File: src/rtl/fu_scoreboard_if.sv
// Decode, completion and status bundle between the pipeline controller
// and the long-latency unit scoreboard.
interface fu_scoreboard_if #(
    parameter int NUM_FU = 3,
    parameter int CNT_W  = 2
);
    logic [4:0]                     id_rs1_i;
    logic [4:0]                     id_rs2_i;
    logic [4:0]                     id_rs3_i;
    logic [2:0]                     id_use_rs_i;
    logic [2:0]                     id_rs_fp_i;
    logic [4:0]                     id_rd_i;
    logic                           id_rd_fp_i;
    logic                           id_writes_rd_i;
    logic                           id_long_i;
    logic [1:0]                     id_fu_i;
    logic                           issue_i;
    logic [1:0]                     cmp_valid_i;
    logic [1:0][4:0]                cmp_rd_i;
    logic [1:0]                     cmp_rd_fp_i;
    logic [1:0]                     cmp_writes_i;
    logic [1:0][1:0]                cmp_fu_i;
    logic                           stall_o;
    logic                           drained_o;
    logic [NUM_FU-1:0][CNT_W-1:0]   fu_cnt_o;
    logic                           err_o;

    modport master (
        output id_rs1_i, id_rs2_i, id_rs3_i, id_use_rs_i, id_rs_fp_i,
        output id_rd_i, id_rd_fp_i, id_writes_rd_i, id_long_i, id_fu_i,
        output issue_i, cmp_valid_i, cmp_rd_i, cmp_rd_fp_i,
        output cmp_writes_i, cmp_fu_i,
        input  stall_o, drained_o, fu_cnt_o, err_o
    );

    modport slave (
        input  id_rs1_i, id_rs2_i, id_rs3_i, id_use_rs_i, id_rs_fp_i,
        input  id_rd_i, id_rd_fp_i, id_writes_rd_i, id_long_i, id_fu_i,
        input  issue_i, cmp_valid_i, cmp_rd_i, cmp_rd_fp_i,
        input  cmp_writes_i, cmp_fu_i,
        output stall_o, drained_o, fu_cnt_o, err_o
    );
endinterface

File: src/rtl/fu_scoreboard.sv
// Pending-write scoreboard and per-unit credit counters for MUL/FPU/VPU.
// Stalls decode on RAW, WAW and full units; flags drained and protocol errors.
module fu_scoreboard #(
    parameter int NUM_FU   = 3,
    parameter int FU_DEPTH = 2,
    parameter int CNT_W    = $clog2(FU_DEPTH + 1)
) (
    input logic           clk_i,
    input logic           rst_i,
    fu_scoreboard_if.slave sb
);
    // INT bit 0 is kept as a constant zero so x0 never reads as pending
    logic [31:0]                  pend_int;
    logic [31:0]                  pend_fp;
    logic [NUM_FU-1:0][CNT_W-1:0] cnt;
    logic                         err;
    logic                         drained;

    logic [31:0]                  nxt_int;
    logic [31:0]                  nxt_fp;
    logic [NUM_FU-1:0][CNT_W-1:0] nxt_cnt;
    logic                         nxt_err;
    logic                         nxt_drained;

    logic raw, waw, full, stall, accept, dup;
    logic [2:0][4:0] rs;

    function automatic logic hit(
        input logic [31:0] pi,
        input logic [31:0] pf,
        input logic        fp,
        input logic [4:0]  idx
    );
        return fp ? pf[idx] : pi[idx];
    endfunction

    assign rs = {sb.id_rs3_i, sb.id_rs2_i, sb.id_rs1_i};

    always_comb begin
        raw  = 1'b0;
        full = 1'b0;
        for (int i = 0; i < 3; i++) begin
            if (sb.id_use_rs_i[i] && hit(pend_int, pend_fp, sb.id_rs_fp_i[i], rs[i]))
                raw = 1'b1;
        end
        waw = sb.id_writes_rd_i &&
              hit(pend_int, pend_fp, sb.id_rd_fp_i, sb.id_rd_i);
        for (int f = 0; f < NUM_FU; f++) begin
            if (sb.id_long_i && sb.id_fu_i == 2'(f) &&
                cnt[f] == CNT_W'(FU_DEPTH))
                full = 1'b1;
        end
        stall  = raw | waw | full;
        accept = sb.issue_i & sb.id_long_i & ~stall;
    end

    assign dup = (sb.cmp_valid_i == 2'b11) && (sb.cmp_writes_i == 2'b11) &&
                 (sb.cmp_rd_i[0] == sb.cmp_rd_i[1]) &&
                 (sb.cmp_rd_fp_i[0] == sb.cmp_rd_fp_i[1]);

    always_comb begin
        logic [31:0] clr_int, clr_fp, set_int, set_fp;
        int          sum;
        clr_int = '0;
        clr_fp  = '0;
        set_int = '0;
        set_fp  = '0;
        sum     = 0;
        nxt_err = err | (sb.issue_i & stall);
        // Completions clear first; a duplicate on port 1 only flags the error
        for (int p = 0; p < 2; p++) begin
            if (sb.cmp_valid_i[p] && sb.cmp_writes_i[p]) begin
                if (p == 1 && dup)
                    nxt_err = 1'b1;
                else if (!hit(pend_int, pend_fp, sb.cmp_rd_fp_i[p], sb.cmp_rd_i[p]))
                    nxt_err = 1'b1;
                else if (sb.cmp_rd_fp_i[p])
                    clr_fp[sb.cmp_rd_i[p]] = 1'b1;
                else
                    clr_int[sb.cmp_rd_i[p]] = 1'b1;
            end
        end
        if (accept && sb.id_writes_rd_i) begin
            if (sb.id_rd_fp_i)
                set_fp[sb.id_rd_i] = 1'b1;
            else
                set_int[sb.id_rd_i] = 1'b1;
        end
        nxt_int = ((pend_int & ~clr_int) | set_int) & 32'hFFFF_FFFE;
        nxt_fp  = (pend_fp & ~clr_fp) | set_fp;
        for (int f = 0; f < NUM_FU; f++) begin
            sum = int'(cnt[f]);
            if (accept && sb.id_fu_i == 2'(f))
                sum = sum + 1;
            if (sb.cmp_valid_i[0] && sb.cmp_fu_i[0] == 2'(f))
                sum = sum - 1;
            if (sb.cmp_valid_i[1] && sb.cmp_fu_i[1] == 2'(f))
                sum = sum - 1;
            if (sum < 0) begin
                nxt_cnt[f] = '0;
                nxt_err    = 1'b1;
            end else if (sum > FU_DEPTH) begin
                nxt_cnt[f] = CNT_W'(FU_DEPTH);
                nxt_err    = 1'b1;
            end else begin
                nxt_cnt[f] = CNT_W'(sum);
            end
        end
        nxt_drained = (nxt_cnt == '0) && (nxt_int == '0) && (nxt_fp == '0);
    end

    always_ff @(posedge clk_i or posedge rst_i) begin
        if (rst_i) begin
            pend_int <= '0;
            pend_fp  <= '0;
            cnt      <= '0;
            err      <= 1'b0;
            drained  <= 1'b1;
        end else begin
            pend_int <= nxt_int;
            pend_fp  <= nxt_fp;
            cnt      <= nxt_cnt;
            err      <= nxt_err;
            drained  <= nxt_drained;
        end
    end

    assign sb.stall_o   = stall;
    assign sb.drained_o = drained;
    assign sb.fu_cnt_o  = cnt;
    assign sb.err_o     = err;
endmodule
File: src/flat_wrapper.sv
// flat-port wrapper written by rule: the top's interface ports become plain ports
module fu_scoreboard_flat 
#(
    parameter int NUM_FU   = 3,
    parameter int FU_DEPTH = 2,
    parameter int CNT_W    = $clog2(FU_DEPTH + 1)
)
  (clk_i, rst_i, sb_id_rs1_i, sb_id_rs2_i, sb_id_rs3_i, sb_id_use_rs_i, sb_id_rs_fp_i, sb_id_rd_i, sb_id_rd_fp_i, sb_id_writes_rd_i, sb_id_long_i, sb_id_fu_i, sb_issue_i, sb_cmp_valid_i, sb_cmp_rd_i, sb_cmp_rd_fp_i, sb_cmp_writes_i, sb_cmp_fu_i, sb_stall_o, sb_drained_o, sb_fu_cnt_o, sb_err_o);
  fu_scoreboard_if #(.NUM_FU(NUM_FU), .CNT_W(CNT_W)) sb_i ();
  input logic clk_i;
  input logic rst_i;
  input wire logic [$bits(sb_i.id_rs1_i)-1:0] sb_id_rs1_i;
  input wire logic [$bits(sb_i.id_rs2_i)-1:0] sb_id_rs2_i;
  input wire logic [$bits(sb_i.id_rs3_i)-1:0] sb_id_rs3_i;
  input wire logic [$bits(sb_i.id_use_rs_i)-1:0] sb_id_use_rs_i;
  input wire logic [$bits(sb_i.id_rs_fp_i)-1:0] sb_id_rs_fp_i;
  input wire logic [$bits(sb_i.id_rd_i)-1:0] sb_id_rd_i;
  input wire logic [$bits(sb_i.id_rd_fp_i)-1:0] sb_id_rd_fp_i;
  input wire logic [$bits(sb_i.id_writes_rd_i)-1:0] sb_id_writes_rd_i;
  input wire logic [$bits(sb_i.id_long_i)-1:0] sb_id_long_i;
  input wire logic [$bits(sb_i.id_fu_i)-1:0] sb_id_fu_i;
  input wire logic [$bits(sb_i.issue_i)-1:0] sb_issue_i;
  input wire logic [$bits(sb_i.cmp_valid_i)-1:0] sb_cmp_valid_i;
  input wire logic [$bits(sb_i.cmp_rd_i)-1:0] sb_cmp_rd_i;
  input wire logic [$bits(sb_i.cmp_rd_fp_i)-1:0] sb_cmp_rd_fp_i;
  input wire logic [$bits(sb_i.cmp_writes_i)-1:0] sb_cmp_writes_i;
  input wire logic [$bits(sb_i.cmp_fu_i)-1:0] sb_cmp_fu_i;
  output wire logic [$bits(sb_i.stall_o)-1:0] sb_stall_o;
  output wire logic [$bits(sb_i.drained_o)-1:0] sb_drained_o;
  output wire logic [$bits(sb_i.fu_cnt_o)-1:0] sb_fu_cnt_o;
  output wire logic [$bits(sb_i.err_o)-1:0] sb_err_o;
  assign sb_i.id_rs1_i = sb_id_rs1_i;
  assign sb_i.id_rs2_i = sb_id_rs2_i;
  assign sb_i.id_rs3_i = sb_id_rs3_i;
  assign sb_i.id_use_rs_i = sb_id_use_rs_i;
  assign sb_i.id_rs_fp_i = sb_id_rs_fp_i;
  assign sb_i.id_rd_i = sb_id_rd_i;
  assign sb_i.id_rd_fp_i = sb_id_rd_fp_i;
  assign sb_i.id_writes_rd_i = sb_id_writes_rd_i;
  assign sb_i.id_long_i = sb_id_long_i;
  assign sb_i.id_fu_i = sb_id_fu_i;
  assign sb_i.issue_i = sb_issue_i;
  assign sb_i.cmp_valid_i = sb_cmp_valid_i;
  assign sb_i.cmp_rd_i = sb_cmp_rd_i;
  assign sb_i.cmp_rd_fp_i = sb_cmp_rd_fp_i;
  assign sb_i.cmp_writes_i = sb_cmp_writes_i;
  assign sb_i.cmp_fu_i = sb_cmp_fu_i;
  assign sb_stall_o = sb_i.stall_o;
  assign sb_drained_o = sb_i.drained_o;
  assign sb_fu_cnt_o = sb_i.fu_cnt_o;
  assign sb_err_o = sb_i.err_o;
  fu_scoreboard #(.NUM_FU(NUM_FU), .FU_DEPTH(FU_DEPTH), .CNT_W(CNT_W)) u_core (.clk_i(clk_i), .rst_i(rst_i), .sb(sb_i));
endmodule
File: config.mk
export PLATFORM = sky130hd
export DESIGN_NAME = fu_scoreboard_flat
export DESIGN_NICKNAME = d
export VERILOG_FILES = /design/src/rtl/fu_scoreboard_if.sv /design/src/rtl/fu_scoreboard.sv /design/src/flat_wrapper.sv
export SDC_FILE = /design/constraint.sdc
export NUM_CORES = 1
export LEC_CHECK = 0
export ABC_CLOCK_PERIOD_IN_PS = 6420
export CORE_ASPECT_RATIO = 0.7
export CORE_MARGIN = 8
export CORE_UTILIZATION = 55
export CTS_CLUSTER_SIZE = 28
export DETAILED_ROUTE_END_ITERATION = 7
export HOLD_SLACK_MARGIN = 0.08
export PLACE_DENSITY = 0.78
export REMOVE_ABC_BUFFERS = 1
export SLEW_MARGIN = 20
export SYNTH_ARGS = -nofsm -noshare
export SYNTH_HDL_FRONTEND = slang
export SYNTH_SLANG_ARGS = --single-unit
export TNS_END_PERCENT = 20
File: constraint.sdc
create_clock -name clk_i -period 6.42 [get_ports clk_i]
set_input_delay 0.642 -clock clk_i [delete_from_list [all_inputs] [get_ports clk_i]]
set_output_delay 0.642 -clock clk_i [all_outputs]
set_load 0.01 [all_outputs]
# --- After elaboration in Yosys (flattened, before gate mapping) ---
# Cells that the tools add are included.
totals:
  regBits: 71
  inputBits: 54
  output_inout_bits: 9
  wordCells: 181
classes:
  addsub: 9
  order_cmp: 15
  n_eq_ne: 13
  muxes: 86
  bitwise_logic: 15
  n_reduce_logical: 36
op_table:
  columns: ["operator", "n"]
  rows:
  - ["$mux 32", 27]
  - ["$sub 32x2->32 const B", 6]
  - ["$or 32x32->32", 4]
  - ["$gt 32x3->1 const B", 3]
  - ["$lt 32x1->1 const B", 3]
  - ["$and 32x32->32", 2]
  - ["$logic_not 32->1", 2]
  - ["$not 32->32", 2]
  - ["$bmux 1 s5", 12]
  - ["$mux 1", 38]
  - ["$lt 5x6->1 const B", 6]
  - ["$logic_and 1x1->1", 30]
  - ["$eq 2x2->1 const B", 8]
  - ["$demux 1 s5", 3]
  - ["$ge 5x1->1 const B", 3]
  - ["$mux 2", 6]
  - ["$add 2x1->3 const B", 3]
  - ["$eq 2x1->1 const B", 3]
  - ["$logic_not 2->1", 3]
  - ["$logic_not 6->1", 1]
  - ["$eq 5x5->1", 1]
  - ["$and 1x1->1", 3]
  - ["$or 1x1->1", 3]
  - ["$eq 1x1->1", 1]
  - ["$not 1->1", 1]

# --- Logic depth before layout (Yosys ltp) ---
logic_depth:
  ltp_word: 24
  depth_mapped: 26
  depth_no_buf: 24

# --- Least setup slack after synthesis ---
# No wires, ideal clock.
synth_timing:
  path_kind: "in2reg"
  startpoint: "in sb_id_rs3_i[1]"
  endpoint: "reg u_core.drained (netlist: u_core.sb.drained_o)"
  arrival_time_ps: 5580
  required_ps: 6330
  path_slack_ps: 750
  cell_stages: 23
  path_buffers: 3
  cell_sequence: "buf_4 > buf_6 > mux4_2 > mux4_2 > and2_0 > o2111ai_1 > nor4b_4 > o21ai_2 > clkbuf_1 > nor2_1 > xnor2_1 > ha_1 > nand2_1 > o31a_1 > inv_2 > ha_1 > nand3_1 > or4_1 > o311ai_1 > a22oi_1 > o211ai_1 > or4b_1 > nor4_2"
synth_between:
  elab_chain_cells: 21
  word_cells_on_any_way: 51
synth_lines:
  columns: ["element", "line_no", "rtl"]
  rows:
  - ["start: declaration", "flat_wrapper.sv:14", "input wire logic [$bits(sb_i.id_rs3_i)-1:0] sb_id_rs3_i;"]
  - ["$bmux 1 s5", "fu_scoreboard.sv:34", "return fp ? pf[idx] : pi[idx];"]
  - ["$mux 1 (not written as such)", "fu_scoreboard.sv:34", null]
  - ["$mux 1 (*)", "fu_scoreboard.sv:34", null]
  - ["$logic_and 1x1->1 (*)", "fu_scoreboard.sv:43", "if (sb.id_use_rs_i[i] && hit(pend_int, pend_fp, sb.id_rs_fp_i[i], rs[i]))"]
  - ["$mux 1 (*)", "fu_scoreboard.sv:43", null]
  - ["$or 1x1->1 (*) (2 in a row)", "fu_scoreboard.sv:53", "stall = raw | waw | full;"]
  - ["$not 1->1 (*)", "fu_scoreboard.sv:54", "accept = sb.issue_i & sb.id_long_i & ~stall;"]
  - ["$and 1x1->1 (*)", "fu_scoreboard.sv:54", null]
  - ["(+5 left out)", null, null]
  - ["$mux 32", "fu_scoreboard.sv:97", "if (sb.cmp_valid_i[1] && sb.cmp_fu_i[1] == 2'(f))"]
  - ["$gt 32x3->1", "fu_scoreboard.sv:102", "end else if (sum > FU_DEPTH) begin"]
  - ["$mux 2", "fu_scoreboard.sv:102", null]
  - ["$mux 2", "fu_scoreboard.sv:99", "if (sum < 0) begin"]
  - ["$logic_not 6->1", "fu_scoreboard.sv:109", "nxt_drained = (nxt_cnt == '0) && (nxt_int == '0) && (nxt_fp == '0);"]
  - ["$logic_and 1x1->1", "fu_scoreboard.sv:109", null]
  - ["$logic_and 1x1->1 (*)", "fu_scoreboard.sv:109", null]
  - ["net u_core.nxt_drained", "fu_scoreboard.sv:23", "logic nxt_drained;"]
  - ["end signal: assignment", "fu_scoreboard.sv:124", "drained <= nxt_drained;"]
  - ["end: declaration", "fu_scoreboard.sv:17", "logic drained;"]
# The timed path passes the listed nets; every way through them passes the cells marked *. The select of a mux whose other input is x is not followed.

==> impl_metrics.tcl <==
set metrics [dict create \
    gr-total-overflow 0 \
    grt_max_degree 72 \
    yosysSeqAreaShare_pct 19.8 \
    grt_usage_pct 41.8 \
    p_clk_share_pct 23.7 \
    clk_pin_slew_worst_paths_ns 0.06 \
    ys.flop_type "dfrtp_1" \
    peakVddDrop_uv 215 \
    io_buffer_count 62 \
    final_cell_mix "99 x mux2i_1, 88 x nand2_1, 74 x o21ai_0" \
    ys_ff_latch 71 \
    antenna_found_initial 3 \
    leakagePower_uw 0.00402 \
    p_int_uw 1250 \
    synth_edf_count 0 \
    place_inst 1310 \
    fin_skew_ns 0.00492 \
    ys_warn_count 0 \
    start_util_pct 55.5 \
    drc 0 \
    synthCells 1028 \
    p_switching_uw 950 \
    seqPwrFrac_pct 28.2 \
    cts_resized 0 \
    cts.sinks 71 \
    final_area_um2 10400 \
    wirelength_um 44100 \
    hp-class "register to register" \
    root_buffer "clkbuf_16" \
    clock_latency_ns 0.34 \
    drive_gt1_share_pct 17.2 \
    power_switching_share_pct 43.1 \
    slew_headroom_pct 24.8 \
    dieArea_um2 20700 \
    tightest_slew_ns 1.12 \
    finalCoreUtilization_pct 64.6 \
    r2r_slack_ns 0.74 \
    drtPass1Iterations 7 \
    vias 10600 \
    post_cts_buffers 0 \
    ant_nets 0 \
    finalHoldViolations 0 \
    hpwl_um 33400 \
    required_ns 6.68 \
    hold_buffers 0 \
    power-per-cell-area_nw_per_um2 211 \
    final_common_cell "mux2i_1" \
    die_w_um 169 \
    period_share_pct 95.8 \
    die_height_um 123 \
    total_power_uw 2200 \
    start_kind "primary input" \
    wl_per_cell_um 33.2 \
    area_growth_syn_to_layout_pct 16.3 \
    grt_pass1_wl_um 64100 \
    core_area_um2 16200 \
    fmax_mhz 163 \
    fin_tns_setup_ns 0 \
    crit_fanout 9 \
    ios 63 \
    async_flop_share_pct 100 \
    setup_viol 0 \
    cap_violations 0 \
    period_needed_ns 6.15 \
    nets 1165 \
    synth_area_um2 8970 \
    drv_slew 0 \
    critPathKind "primary input to register" \
    cts_buffers 9 \
    instances_no_fill 1330 \
    dpl_cell_area_um2 10100 \
    cts_tree "yes" \
    grt_pass1_vias 9830 \
    crit_arrival_ns 6.40 \
    gp_congestion 1.12 \
    first_iter_violations 2020 \
    combPwrFrac_pct 48.0 \
    via_per_inst 8.00 \
    cts-root-to-sink-buffers 2 \
    fp-row-count 39 \
    synth_area_per_cell_um2 8.72 \
    cp-end-kind "register" \
    status "finished, final reports clean" \
    synth_cell_types 93 \
    rsz0062_at_grt "false" \
    cts.htree.levels 3 \
]
-- critical path, cell delays in order --
cell,delay (ns)
clkdlybuf4s50_1,0.83
mux4_2,0.40
mux4_2,0.53
and2_0,0.18
o2111ai_1,0.18
nor4b_4,0.29
o21ai_2,0.25
nor4_4,0.38
nand2b_1,0.20
a21boi_0,0.23
ha_1,0.31
a22o_1,0.24
ha_1,0.19
nand2_1,0.11
xor2_1,0.09
a2bb2oi_1,0.15
o311a_1,0.43
or4b_1,0.55
nor4_2,0.23
-- synthesized netlist by cell type (12+ instances only) --
master,count,area (um^2)
mux2_2,20,225
mux2i_1,99,991
o211ai_1,17,128
nand3_1,32,160
clkbuf_1,54,203
buf_2,13,65.1
inv_1,22,82.6
mux4_2,44,991
or2_2,12,75.1
nor3_1,17,85.1
ha_1,15,188
nand4_1,24,150
o22ai_1,13,81.3
nand2_1,88,330
a21oi_1,18,90.1
nor2b_1,26,163
o221ai_1,36,315
nand2b_1,21,131
a22oi_1,18,135
dfrtp_1,70,1750
nor2_1,46,173
o21ai_0,74,370
-- final timing paths --
| check | end | cells past startpoint | from |
|---|---|---|---|
| worst max register to register | u_core.sb.drained_o | 19 | u_core.pend_int[6] |
| worst max-delay path | u_core.sb.drained_o | 19 | sb_id_rs3_i[2] |
| worst min-delay path | u_core.pend_fp[31] | 2 | u_core.pend_fp[31] |
| min in group asynchronous | u_core.pend_int[13] | 3 | rst_i |
| max in group asynchronous | u_core.pend_fp[15] | 3 | rst_i |
| worst min register to register | u_core.pend_fp[31] | 2 | u_core.pend_fp[31] |
-- cell families (layout without fill, tap and decap cells) --
kind of cell             Yosys count  count (layout)  share of synthesized area [%]
flip-flops                        71              71                           19.8
XOR/XNOR                          15              15                           1.77
AND/OR/NAND/NOR                  364             364                           22.8
buffers and inverters            102             175                           4.74
multiplexers                     164             164                           24.7
other                              0               4                              0
adder cells (fa/ha/maj)           15              15                           2.09
AO/OA/AOI/OAI                    297             297                           24.0
-- cell type report --
| class | instances | area [um^2] |
|---|---|---|
| clock buffers | 9 | 225 |
| diodes | 4 | 10.0 |
| repair buffers | 136 | 1200 |
| well taps | 225 | 282 |
| fillers | 1370 | 5720 |
| clock inverters | 7 | 78.8 |
| multi-input cells | 855 | 6760 |
| inverters | 23 | 86.3 |
| flip-flops and latches | 71 | 1780 |
-- state kept, by name (all words and copies together) (netlist names) --
name and flops:
u_core.pend_fp 32, u_core.pend_int 31, u_core.sb.err_o 1, u_core.sb.drained_o 1, u_core.sb.fu_cnt_o 6
-- power by group through the flow --
stage          Sequential, uW  Clock, uW  Combinational [uW]
2_1_floorplan             564          0                 589
3_3_place_gp              610          0                1000
3_5_place_dp              608          0                1010
4_1_cts                   600        524                1010
5_1_grt                   614        535                1120
6_report                  622        523                1060
-- metrics by stage --
stage | worst slack (ns) | hold slack, ns
final | 0.272 | 0.782
after global routing | 0.0278 | 0.800
after CTS | 0.335 | 0.748
after detailed placement | 0.00440 | 0.740
after global placement | 0.181 | 0.740
after floorplan | 0.799 | 0.577
-- metal layers --
metal / up-vias / routed length (um) / GRT usage, % / part of all wire [%]
met2: 1151 / 15800 / 53.4 / 36
met3: 286 / 9060 / 24.9 / 21
met1: 4958 / 16700 / 55.1 / 38
li1: 4246 / - / - / -
met5: - / 13 / 0 / 0.029
met4: 2 / 2640 / 18.5 / 6.0
Note: power is estimated with default switching activity, not from simulation.
